File: src/rtl/ecc_scrub_pkg.sv
// ecc_scrub_pkg
//   Shared types for the cache ECC scrub controller.
//   - scrub_ctrl_state_e : scheduler FSM encoding (Idle / Wait / Trigger)
//   - scrub_stats_t      : the three event/sweep counters plus the sticky
//                          error log. Fields use the widest supported size
//                          (counters up to 32 bits, addresses up to 16 bits).
//                          Narrower instances zero-extend into the fields.
package ecc_scrub_pkg;

  localparam int unsigned StatsCntWidth  = 32;
  localparam int unsigned StatsAddrWidth = 16;

  typedef enum logic [1:0] {
    StIdle    = 2'd0,
    StWait    = 2'd1,
    StTrigger = 2'd2
  } scrub_ctrl_state_e;

  typedef struct packed {
    logic [StatsCntWidth-1:0]  corr_cnt;
    logic [StatsCntWidth-1:0]  uncorr_cnt;
    logic [StatsCntWidth-1:0]  sweep_cnt;
    logic                      err_valid;
    logic [StatsAddrWidth-1:0] err_add;
  } scrub_stats_t;

endpackage

File: src/rtl/ecc_scrub_ctrl_if.sv
// ecc_scrub_ctrl_if
//   Handshake between the scrub controller and the ECC scrubber.
//   - scrub_trigger : controller -> scrubber, start/hold a line scrub
//   - scrub_done    : scrubber -> controller, one-cycle pulse in the final
//                     Write cycle of a line
//   - bit_corrected : scrubber -> controller, corrected-error event pulse
//   - uncorrectable : scrubber -> controller, uncorrectable-error event pulse
//   Modports: master = controller side, slave = scrubber side.
interface ecc_scrub_ctrl_if;

  logic scrub_trigger;
  logic scrub_done;
  logic bit_corrected;
  logic uncorrectable;

  modport master (
    output scrub_trigger,
    input  scrub_done,
    input  bit_corrected,
    input  uncorrectable
  );

  modport slave (
    input  scrub_trigger,
    output scrub_done,
    output bit_corrected,
    output uncorrectable
  );

endinterface

File: src/rtl/ecc_sat_cnt.sv
// ecc_sat_cnt
//   Saturating up-counter with synchronous clear. A clear and an increment
//   in the same cycle leave the counter at 1 (the increment lands after the
//   clear). The counter sticks at all-ones.
//   Ports:
//     clk_i  : clock
//     rst_i  : asynchronous active-high reset
//     clr_i  : synchronous clear
//     inc_i  : increment request
//     cnt_o  : registered count
module ecc_sat_cnt #(
  parameter int unsigned Width = 16
) (
  input  logic             clk_i,
  input  logic             rst_i,
  input  logic             clr_i,
  input  logic             inc_i,
  output logic [Width-1:0] cnt_o
);

  logic [Width-1:0] cnt_q;

  // NOTE: sequential state uses non-blocking assignments only, so every flop
  // samples the pre-edge value of every other flop regardless of block order.
  always_ff @(posedge clk_i or posedge rst_i) begin
    if (rst_i) begin
      cnt_q <= '0;
    end else if (clr_i) begin
      cnt_q <= Width'(inc_i);
    end else if (inc_i && (cnt_q != '1)) begin
      cnt_q <= cnt_q + Width'(1);
    end
  end

  assign cnt_o = cnt_q;

endmodule

File: src/rtl/ecc_scrub_ctrl.sv
// ecc_scrub_ctrl
//   Scheduler and event logger for the cache ECC scrubber. Paces scrub
//   passes with a programmable idle interval, tracks the scrubbed line with a
//   shadow address, counts corrected/uncorrectable events and full-bank
//   sweeps, and logs the first uncorrectable line.
//   Build option: define ECC_SCRUB_IRQ_EN to get the registered interrupt;
//   without it irq_o is tied low and threshold_i is ignored.
//   Ports:
//     clk_i, rst_i   : clock, asynchronous active-high reset
//     enable_i       : scheduling enable (a pass in flight always completes)
//     interval_i     : idle cycles between passes, sampled on entry to Wait
//     threshold_i    : corrected-count interrupt threshold, 0 = disabled
//     clear_i        : clears counters, error log and irq
//     scrub_if       : scrubber handshake (master side)
//     shadow_add_o   : line being, or next to be, scrubbed
//     corr_cnt_o     : saturating corrected-event count
//     uncorr_cnt_o   : saturating uncorrectable-event count
//     sweep_cnt_o    : saturating completed-sweep count
//     err_valid_o    : sticky, first uncorrectable event seen
//     err_add_o      : shadow address captured with err_valid_o
//     irq_o          : registered level interrupt, held until clear_i
module ecc_scrub_ctrl
  import ecc_scrub_pkg::*;
#(
  parameter  int unsigned BankSize      = 256,
  parameter  int unsigned IntervalWidth = 16,
  parameter  int unsigned CntWidth      = 16,
  localparam int unsigned AddrWidth     = $clog2(BankSize)
) (
  input  logic                     clk_i,
  input  logic                     rst_i,
  input  logic                     enable_i,
  input  logic [IntervalWidth-1:0] interval_i,
  input  logic [CntWidth-1:0]      threshold_i,
  input  logic                     clear_i,
  ecc_scrub_ctrl_if.master         scrub_if,
  output logic [AddrWidth-1:0]     shadow_add_o,
  output logic [CntWidth-1:0]      corr_cnt_o,
  output logic [CntWidth-1:0]      uncorr_cnt_o,
  output logic [CntWidth-1:0]      sweep_cnt_o,
  output logic                     err_valid_o,
  output logic [AddrWidth-1:0]     err_add_o,
  output logic                     irq_o
);

  scrub_ctrl_state_e        state_q, state_d;
  logic [IntervalWidth-1:0] wait_cnt_q;
  logic [AddrWidth-1:0]     shadow_q;
  logic                     shadow_wrap;
  logic                     err_valid_q;
  logic [AddrWidth-1:0]     err_add_q;
  logic [CntWidth-1:0]      corr_cnt, uncorr_cnt, sweep_cnt;
  scrub_stats_t             stats;

  // ---------------------------------------------------------------- FSM
  always_ff @(posedge clk_i or posedge rst_i) begin
    if (rst_i) state_q <= StIdle;
    else       state_q <= state_d;
  end

  // NOTE: every output of this block is given a default first, so no path
  // through the case can leave a signal unassigned and infer a latch.
  always_comb begin
    state_d                = state_q;
    scrub_if.scrub_trigger = 1'b0;
    unique case (state_q)
      StIdle: begin
        if (enable_i) state_d = StWait;
      end
      StWait: begin
        if (!enable_i)               state_d = StIdle;
        else if (wait_cnt_q == '0)   state_d = StTrigger;
      end
      StTrigger: begin
        scrub_if.scrub_trigger = 1'b1;
        // Disabling never aborts a pass; only the return path changes.
        if (scrub_if.scrub_done) state_d = enable_i ? StWait : StIdle;
      end
      default: state_d = StIdle;
    endcase
  end

  // Interval down-counter: reloaded on every entry into Wait.
  always_ff @(posedge clk_i or posedge rst_i) begin
    if (rst_i) begin
      wait_cnt_q <= '0;
    end else if ((state_d == StWait) && (state_q != StWait)) begin
      wait_cnt_q <= interval_i;
    end else if ((state_q == StWait) && (wait_cnt_q != '0)) begin
      wait_cnt_q <= wait_cnt_q - IntervalWidth'(1);
    end
  end

  // ------------------------------------------------------ shadow address
  assign shadow_wrap = scrub_if.scrub_done && (shadow_q == AddrWidth'(BankSize - 1));

  always_ff @(posedge clk_i or posedge rst_i) begin
    if (rst_i) begin
      shadow_q <= '0;
    end else if (scrub_if.scrub_done) begin
      shadow_q <= shadow_wrap ? '0 : shadow_q + AddrWidth'(1);
    end
  end

  // ------------------------------------------------------------- counters
  ecc_sat_cnt #(.Width(CntWidth)) u_corr_cnt (
    .clk_i (clk_i),
    .rst_i (rst_i),
    .clr_i (clear_i),
    .inc_i (scrub_if.bit_corrected),
    .cnt_o (corr_cnt)
  );

  ecc_sat_cnt #(.Width(CntWidth)) u_uncorr_cnt (
    .clk_i (clk_i),
    .rst_i (rst_i),
    .clr_i (clear_i),
    .inc_i (scrub_if.uncorrectable),
    .cnt_o (uncorr_cnt)
  );

  ecc_sat_cnt #(.Width(CntWidth)) u_sweep_cnt (
    .clk_i (clk_i),
    .rst_i (rst_i),
    .clr_i (clear_i),
    .inc_i (shadow_wrap),
    .cnt_o (sweep_cnt)
  );

  // ------------------------------------------------------------ error log
  // The captured address is the pre-increment shadow, i.e. the line whose
  // scrub raised the event. An event coinciding with clear is kept.
  always_ff @(posedge clk_i or posedge rst_i) begin
    if (rst_i) begin
      err_valid_q <= 1'b0;
      err_add_q   <= '0;
    end else if (clear_i) begin
      err_valid_q <= scrub_if.uncorrectable;
      err_add_q   <= scrub_if.uncorrectable ? shadow_q : '0;
    end else if (scrub_if.uncorrectable && !err_valid_q) begin
      err_valid_q <= 1'b1;
      err_add_q   <= shadow_q;
    end
  end

  // ------------------------------------------------------------ interrupt
`ifdef ECC_SCRUB_IRQ_EN
  logic irq_q;
  logic thr_hit;

  assign thr_hit = (threshold_i != '0) && (corr_cnt == threshold_i);

  always_ff @(posedge clk_i or posedge rst_i) begin
    if (rst_i) begin
      irq_q <= 1'b0;
    end else if (clear_i) begin
      irq_q <= scrub_if.uncorrectable;
    end else if (scrub_if.uncorrectable || thr_hit) begin
      irq_q <= 1'b1;
    end
  end

  assign irq_o = irq_q;
`else
  logic unused_threshold;
  assign unused_threshold = ^threshold_i;
  assign irq_o            = 1'b0;
`endif

  // -------------------------------------------------------------- outputs
  always_comb begin
    stats            = '0;
    stats.corr_cnt   = StatsCntWidth'(corr_cnt);
    stats.uncorr_cnt = StatsCntWidth'(uncorr_cnt);
    stats.sweep_cnt  = StatsCntWidth'(sweep_cnt);
    stats.err_valid  = err_valid_q;
    stats.err_add    = StatsAddrWidth'(err_add_q);
  end

  assign shadow_add_o = shadow_q;
  assign corr_cnt_o   = CntWidth'(stats.corr_cnt);
  assign uncorr_cnt_o = CntWidth'(stats.uncorr_cnt);
  assign sweep_cnt_o  = CntWidth'(stats.sweep_cnt);
  assign err_valid_o  = stats.err_valid;
  assign err_add_o    = AddrWidth'(stats.err_add);

endmodule
File: src/flat_wrapper.sv
// flat-port wrapper written by rule: the top's interface ports become plain ports
module ecc_scrub_ctrl_flat import ecc_scrub_pkg::*;
#(
  parameter  int unsigned BankSize      = 256,
  parameter  int unsigned IntervalWidth = 16,
  parameter  int unsigned CntWidth      = 16,
  localparam int unsigned AddrWidth     = $clog2(BankSize)
)
  (clk_i, rst_i, enable_i, interval_i, threshold_i, clear_i, shadow_add_o, corr_cnt_o, uncorr_cnt_o, sweep_cnt_o, err_valid_o, err_add_o, irq_o, scrub_if_scrub_trigger, scrub_if_scrub_done, scrub_if_bit_corrected, scrub_if_uncorrectable);
  ecc_scrub_ctrl_if scrub_if_i ();
  input  logic clk_i;
  input  logic rst_i;
  input  logic enable_i;
  input  logic [IntervalWidth-1:0] interval_i;
  input  logic [CntWidth-1:0] threshold_i;
  input  logic clear_i;
  output logic [AddrWidth-1:0] shadow_add_o;
  output logic [CntWidth-1:0] corr_cnt_o;
  output logic [CntWidth-1:0] uncorr_cnt_o;
  output logic [CntWidth-1:0] sweep_cnt_o;
  output logic err_valid_o;
  output logic [AddrWidth-1:0] err_add_o;
  output logic irq_o;
  output wire logic [$bits(scrub_if_i.scrub_trigger)-1:0] scrub_if_scrub_trigger;
  input wire logic [$bits(scrub_if_i.scrub_done)-1:0] scrub_if_scrub_done;
  input wire logic [$bits(scrub_if_i.bit_corrected)-1:0] scrub_if_bit_corrected;
  input wire logic [$bits(scrub_if_i.uncorrectable)-1:0] scrub_if_uncorrectable;
  assign scrub_if_scrub_trigger = scrub_if_i.scrub_trigger;
  assign scrub_if_i.scrub_done = scrub_if_scrub_done;
  assign scrub_if_i.bit_corrected = scrub_if_bit_corrected;
  assign scrub_if_i.uncorrectable = scrub_if_uncorrectable;
  ecc_scrub_ctrl #(.BankSize(BankSize), .IntervalWidth(IntervalWidth), .CntWidth(CntWidth)) u_core (.clk_i(clk_i), .rst_i(rst_i), .enable_i(enable_i), .interval_i(interval_i), .threshold_i(threshold_i), .clear_i(clear_i), .scrub_if(scrub_if_i), .shadow_add_o(shadow_add_o), .corr_cnt_o(corr_cnt_o), .uncorr_cnt_o(uncorr_cnt_o), .sweep_cnt_o(sweep_cnt_o), .err_valid_o(err_valid_o), .err_add_o(err_add_o), .irq_o(irq_o));
endmodule
File: config.mk
export PLATFORM = sky130hd
export DESIGN_NAME = ecc_scrub_ctrl_flat
export DESIGN_NICKNAME = d
export VERILOG_FILES = /design/src/rtl/ecc_scrub_pkg.sv /design/src/rtl/ecc_scrub_ctrl_if.sv /design/src/rtl/ecc_sat_cnt.sv /design/src/rtl/ecc_scrub_ctrl.sv /design/src/flat_wrapper.sv
export SDC_FILE = /design/constraint.sdc
export NUM_CORES = 1
export LEC_CHECK = 0
export CAP_MARGIN = 25
export CORE_ASPECT_RATIO = 0.9
export CORE_UTILIZATION = 45
export CTS_CLUSTER_SIZE = 16
export DETAILED_ROUTE_END_ITERATION = 7
export GPL_ROUTABILITY_DRIVEN = 0
export MAX_ROUTING_LAYER = met4
export PLACE_DENSITY = 0.79
export SETUP_SLACK_MARGIN = 0.4
export SYNTH_ARGS = -nofsm -noshare
export SYNTH_HDL_FRONTEND = slang
export SYNTH_HIERARCHICAL = 1
export SYNTH_SLANG_ARGS = --single-unit
File: constraint.sdc
create_clock -name clk_i -period 2.35 [get_ports clk_i]
set_clock_uncertainty 0.1 [all_clocks]
set_input_delay 0.235 -clock clk_i [delete_from_list [all_inputs] [get_ports clk_i]]
set_output_delay 0.235 -clock clk_i [all_outputs]
set_load 0.01 [all_outputs]
# Word level (Yosys, flattened, before mapping)
# Index checks and enable logic that the tools add are counted.
# word_totals
reg_bits	83
in_bits	39
elab_cells	58
# op_classes
n_addsub	5
n_eq_ne	8
mux	21
n_reduce_logical	16
# ops
operator	n
16-bit 2-to-1 mux	8
16-bit by 1-bit adder with 16-bit output (second input constant)	3
16-bit inequality test (second input constant)	3
8-bit 2-to-1 mux	4
16-bit zero test	1
16-bit nonzero test	1
16-bit by 1-bit subtractor with 16-bit output (second input constant)	1
2-bit nonzero test	5
8-bit by 1-bit adder with 8-bit output (second input constant)	1
8-bit equality test (second input constant)	1
2-bit 2-to-1 mux	4
1-bit logical AND	7
2-bit case mux with 3 select lines	1
2-bit by 1-bit equality test with 1-bit output (second input constant)	2
1-bit 2-to-1 mux	4
2-bit equality test (second input constant)	1
2-bit zero test	1
2-bit by 1-bit inequality test with 1-bit output (second input constant)	1
1-bit zero test	1

# Longest topological paths before layout
# depth
ltp_word	7
ltp_mapped	9

# By module
# The synthesis kept the hierarchy.
# by_module_without_submodules
module	n_inst	cells_each	area_each_um2	seq_area_each_um2
ecc_sat_cnt	3	96	924.6	400.4
ecc_scrub_ctrl	1	183	1869.3	875.8

# Worst setup path before layout
# No wires, ideal clock.
# synth_timing
path_type	input -> register
start	input scrub_if_scrub_done
end	register u_core.u_sweep_cnt.cnt_q[12], in the netlist u_core/u_sweep_cnt/cnt_o[12]
setup_time_ns	0.078
arrival_ns	2.252
required_ns	2.172
path_slack_ns	-0.080
stages	9
path_buffers	1
path_cell_list	clkbuf_1 -> and3_1 -> and3_1 -> nand2_1 -> nor2_1 -> inv_1 -> or3_4 -> or3_1 -> a21oi_1
# synth_via
elab_chain_cells	3
# synth_lines
element	line	source
start: declaration	flat_wrapper.sv:25	input wire logic [$bits(scrub_if_i.scrub_done)-1:0] scrub_if_scrub_done;
1-bit logical AND	ecc_scrub_ctrl.sv:95	assign shadow_wrap = scrub_if.scrub_done && (shadow_q == AddrWidth'(BankSize - 1));
named net u_core.shadow_wrap	ecc_scrub_ctrl.sv:49	logic shadow_wrap;
1-bit logical AND	ecc_sat_cnt.sv:30	end else if (inc_i && (cnt_q != '1)) begin
2-bit nonzero test (no line)	--	
end signal: assignment	ecc_sat_cnt.sv:29	cnt_q <= Width'(inc_i);
end signal: assignment	ecc_sat_cnt.sv:31	cnt_q <= cnt_q + Width'(1);
end: declaration	ecc_sat_cnt.sv:21	logic [Width-1:0] cnt_q;
# The timed path passes the listed nets, and every way through them passes these cells.
# A chain may end at the register's enable or synchronous reset.

# Worst setup path in the final report
# layout_timing
start	register u_core.shadow_q[2], in the netlist u_core/shadow_add_o[2]
end	register u_core.u_sweep_cnt.cnt_q[13], in the netlist u_core/u_sweep_cnt/cnt_o[13]
# layout_via
elab_chain_cells	4
# layout_lines
element	line	source
start: declaration	ecc_scrub_ctrl.sv:48	logic [AddrWidth-1:0] shadow_q;
start signal: assignment	ecc_scrub_ctrl.sv:101	shadow_q <= shadow_wrap ? '0 : shadow_q + AddrWidth'(1);
8-bit equality test	ecc_scrub_ctrl.sv:95	
1-bit logical AND	ecc_scrub_ctrl.sv:95	
named net u_core.shadow_wrap	ecc_scrub_ctrl.sv:49	
1-bit logical AND	ecc_sat_cnt.sv:30	
2-bit nonzero test (no line)	--	
# The timed path passes the listed nets, and every way through them passes these cells.

==> insert_results.sql <==
INSERT INTO impl_metrics (metric_group, metric, value, unit) VALUES
('sta', 'setup_viol', '0', ''),
('logic_synthesis', 'postSynth.topFlopCell', 'dfrtp_1', ''),
('worst_setup_path', 'critical_path_required', '2510', 'ps'),
('logic_synthesis', 'synth-seq-area-share', '0.447', ''),
('worst_setup_path', 'crit_fanout', '5', ''),
('detailed_routing', 'drc', '0', ''),
('global_route', 'grt_pass1_wl', '20300', 'um'),
('die', 'die_outline_area', '10700', 'um2'),
('logic_synthesis', 'yosys_register_bits', '83', ''),
('final_layout', 'insertedDiodeCount', '0', ''),
('global_route', 'use_met2', '0.395', ''),
('detailed_routing', 'initialDrtViolationCount', '323', ''),
('sta', 'totalNegativeSetupSlack', '0', 'ps'),
('final_layout', 'layout.cells.most_common_list', 'clkdlybuf4s50_1 (87), dfrtp_1 (79), buf_4 (51)', ''),
('clock_tree', 'cts-root-buf', 'clkbuf_16', ''),
('die', 'core_box_area', '9830', 'um2'),
('final_layout', 'utilization', '0.677', ''),
('pwr', 'p_leak', '2.67', 'nW'),
('final_layout', 'nFillCells', '735', ''),
('place', 'dpl.hpwl', '8080', 'um'),
('final_layout', 'area_delta_synth_final', '43.2', '%'),
('global_route', 'via_count_of_the_first_global_routing_pass', '4186', ''),
('global_route', 'grt_start_max_net_pins', '52', ''),
('detailed_routing', 'detail_route.wirelength', '13100', 'um'),
('clock_tree', 'clkTransAtPathRegs', '60', 'ps'),
('sta', 'timing.final.ws_setup', '279', 'ps'),
('place', 'place_ws', '-39.8', 'ps'),
('place', 'buffer_ports.inserted', '88', ''),
('die', 'initial_utilization', '0.472', ''),
('sta', 'max_slew_headroom', '0.508', ''),
('global_route', 'grt.met3_usage', '0.0447', ''),
('detailed_routing', 'routed_wl_per_cell', '17.5', 'um'),
('sta', 'final-hold-violation-count', '0', ''),
('detailed_routing', 'route.vias.total', '4546', ''),
('die', 'die_h', '98.4', 'um'),
('logic_synthesis', 'ys.warnings.count', '6', ''),
('clock_tree', 'insertion_delay', '330', 'ps'),
('worst_setup_path', 'crit_arrival', '2230', 'ps'),
('logic_synthesis', 'synth_largest_type_area_fraction', '0.447', ''),
('global_route', 'number_of_antenna_violations_at_the_first_check_in_global_routing', '0', ''),
('global_route', 'grt_overflow_total', '0', ''),
('detailed_routing', 'final_antenna_net_count', '0', ''),
('clock_tree', 'cts.htree.levels', '3', ''),
('final_layout', 'final_common_cell', 'clkdlybuf4s50_1', ''),
('pwr', 'power-per-cell-area', '626', 'nW/um2'),
('logic_synthesis', 'synth.lib_cells_used.distinct', '63', ''),
('logic_synthesis', 'netlist_instances', '471', ''),
('logic_synthesis', 'synth_nets', '515', ''),
('logic_synthesis', 'synth.top_cells.by_area', 'dfrtp_1 (45%), a21oi_1 (4.1%), nand2_1 (3.6%)', ''),
('worst_setup_path', 'sort_of_element_at_the_start_of_the_critical_path', 'flip-flop', ''),
('worst_setup_path', 'critical_path.endpoint_type', 'flip-flop', ''),
('die', 'die_width', '109', 'um'),
('clock_tree', 'cts_tree', 'done', ''),
('detailed_routing', 'drt_pre_antenna_iters', '5', ''),
('worst_setup_path', 'worst-setup-path-type', 'reg2reg', ''),
('final_layout', 'finalNonFillerCells', '745', ''),
('logic_synthesis', 'mappedNetlistArea', '4640', 'um2'),
('sta', 'finalCriticalPeriod', '2070', 'ps'),
('clock_tree', 'cts_buffers', '9', ''),
('run', 'drv_cap', '0', ''),
('sta', 'drv_slew', '0', ''),
('logic_synthesis', 'post_synth.cell_area_avg', '9.86', 'um2'),
('global_route', 'gr-max-usage-layer', 'met2', ''),
('detailed_routing', 'avgViaCountPerCell', '6.10', ''),
('logic_synthesis', 'synth_edf_count', '0', ''),
('sta', 'fin_crit_sh', '0.881', ''),
('clock_tree', 'clk_path_buf_depth', '2', ''),
('die', 'std_cell_rows', '34', ''),
('pwr', 'ir_drop', '0.638', 'mV'),
('logic_synthesis', 'synth.largest_area_cell', 'dfrtp_1', ''),
('sta', 'max_freq', '0.483', 'GHz'),
('final_layout', 'final_net_count', '658', ''),
('global_route', 'grt_util_all_layers', '0.245', ''),
('status', 'status', 'finished, final reports clean', ''),
('place', 'place_inst', '689', ''),
('sta', 'worst_slew_pin_slew', '739', 'ps'),
('final_layout', 'share_of_cells_above_drive_strength_1', '0.229', ''),
('sta', 'grt_setup_unrepaired', 'true', ''),
('global_route', 'grtUsageMet1', '0.310', ''),
('logic_synthesis', 'synthArstFlopShare', '1.00', ''),
('die', 'top_level_ports', '106', ''),
('clock_tree', 'clkSinkCount', '83', ''),
('hold_path', 'hold_class', 'in2async', '');
[layout make-up]
type,count,area (um2),share of cell area
clock buffers,14,264,0.0397
clock inverters,2,35.0,0.00527
inverters,18,67.6,0.0102
multi-input cells,358,2710,0.407
flip-flops and latches,83,2080,0.313
well taps,126,158,0.0237
repair buffers,144,1340,0.201
[report_power, final]
part	internal [mW]	total, mW	switching, mW
Combinational	0.538	0.983	0.445
Sequential	1.58	1.76	0.180
Clock	0.881	1.42	0.534
Total	3.00	4.16	1.16
[cells by family after synthesis]
kind of cell	count (synthesis)	synth area share
simple gates	202	0.268
mux	7	0.0154
compound gates	132	0.208
buf+inv	31	0.0280
xor+xnor	10	0.0189
other cells	1	0.000808
flops	83	0.447
fa+ha+maj	5	0.0135
[synth_stat cells (4+ instances only)]
library cell	count
nand2b_1	10
nand4_1	21
or4_1	15
and4_1	6
and2_1	9
clkbuf_1	6
mux2i_1	6
nor2_1	21
a22o_1	9
a221o_1	4
nand3b_1	4
o21ai_1	9
nand2_1	45
ha_1	5
and3_1	8
a211o_1	5
a211oi_1	6
nor3_1	10
xnor2_1	4
o31ai_1	19
nand3_1	12
or3_1	16
xor2_1	6
inv_1	18
dfrtp_1	83
a21oi_1	38
o21ai_0	15
o211ai_1	7
[metal layers]
layer	wire length, um	up-vias
met5	0	-
met4	265	0
met3	562	34
met2	6660	153
met1	5590	2264
li1	-	2095
[worst max-delay path, stage by stage, from the launching register on]
cell     delay, ps
dfrtp_2        360
and3_4         180
and3_4         200
nand2_4         60
nor2_4         120
buf_6          140
nand4_1        200
or4_4          480
a21oi_2        150
[metrics by stage]
stage	hold WS, ps	area, um2	total power, mW
global placement	386	5790	2.52
detailed placement	380	5790	2.55
floorplan	48.7	4670	2.17
global route	317	6650	4.35
finish	308	6650	4.16
CTS	292	6300	4.07
[registers in the layout (all words and copies together) (netlist names)]
register,cells
u_core/err_add_o,8
u_core/err_valid_o,1
u_core/shadow_add_o,8
u_core/state_q,2
u_core/u_corr_cnt/cnt_o,16
u_core/u_sweep_cnt/cnt_o,16
u_core/u_uncorr_cnt/cnt_o,16
u_core/wait_cnt_q,16
[worst paths after layout]
kind / startpoint / endpoint / slack, ps / depth (start not counted)
setup / recovery: u_core/shadow_add_o[2]$_DFFE_PP0P_ / u_core/u_sweep_cnt/cnt_o[13]$_DFFE_PP0P_ / 280 / 8
hold / removal: rst_i / u_core/u_sweep_cnt/cnt_o[8]$_DFFE_PP0P_ / 310 / 2
setup reg to reg: u_core/shadow_add_o[2]$_DFFE_PP0P_ / u_core/u_sweep_cnt/cnt_o[13]$_DFFE_PP0P_ / 280 / 8
hold reg to reg: u_core/err_add_o[2]$_DFFE_PP0P_ / u_core/err_add_o[2]$_DFFE_PP0P_ / 400 / 1
max in group asynchronous: rst_i / u_core/u_corr_cnt/cnt_o[0]$_DFFE_PP0P_ / 1370 / 2
min in group clk_i: scrub_if_scrub_done / u_core/state_q[1]$_DFF_PP0_ / 310 / 3
[repair_timing]
action / CTS / global route
endpoints found under the setup margin: 33 / 47
hold buffers: 0 / 0
pin swaps: 17 / 36
buffers inserted: 17 / 22
resized for setup: 20 / 44
gates cloned: 1 / 0
Power figures use the tool's default switching activity.
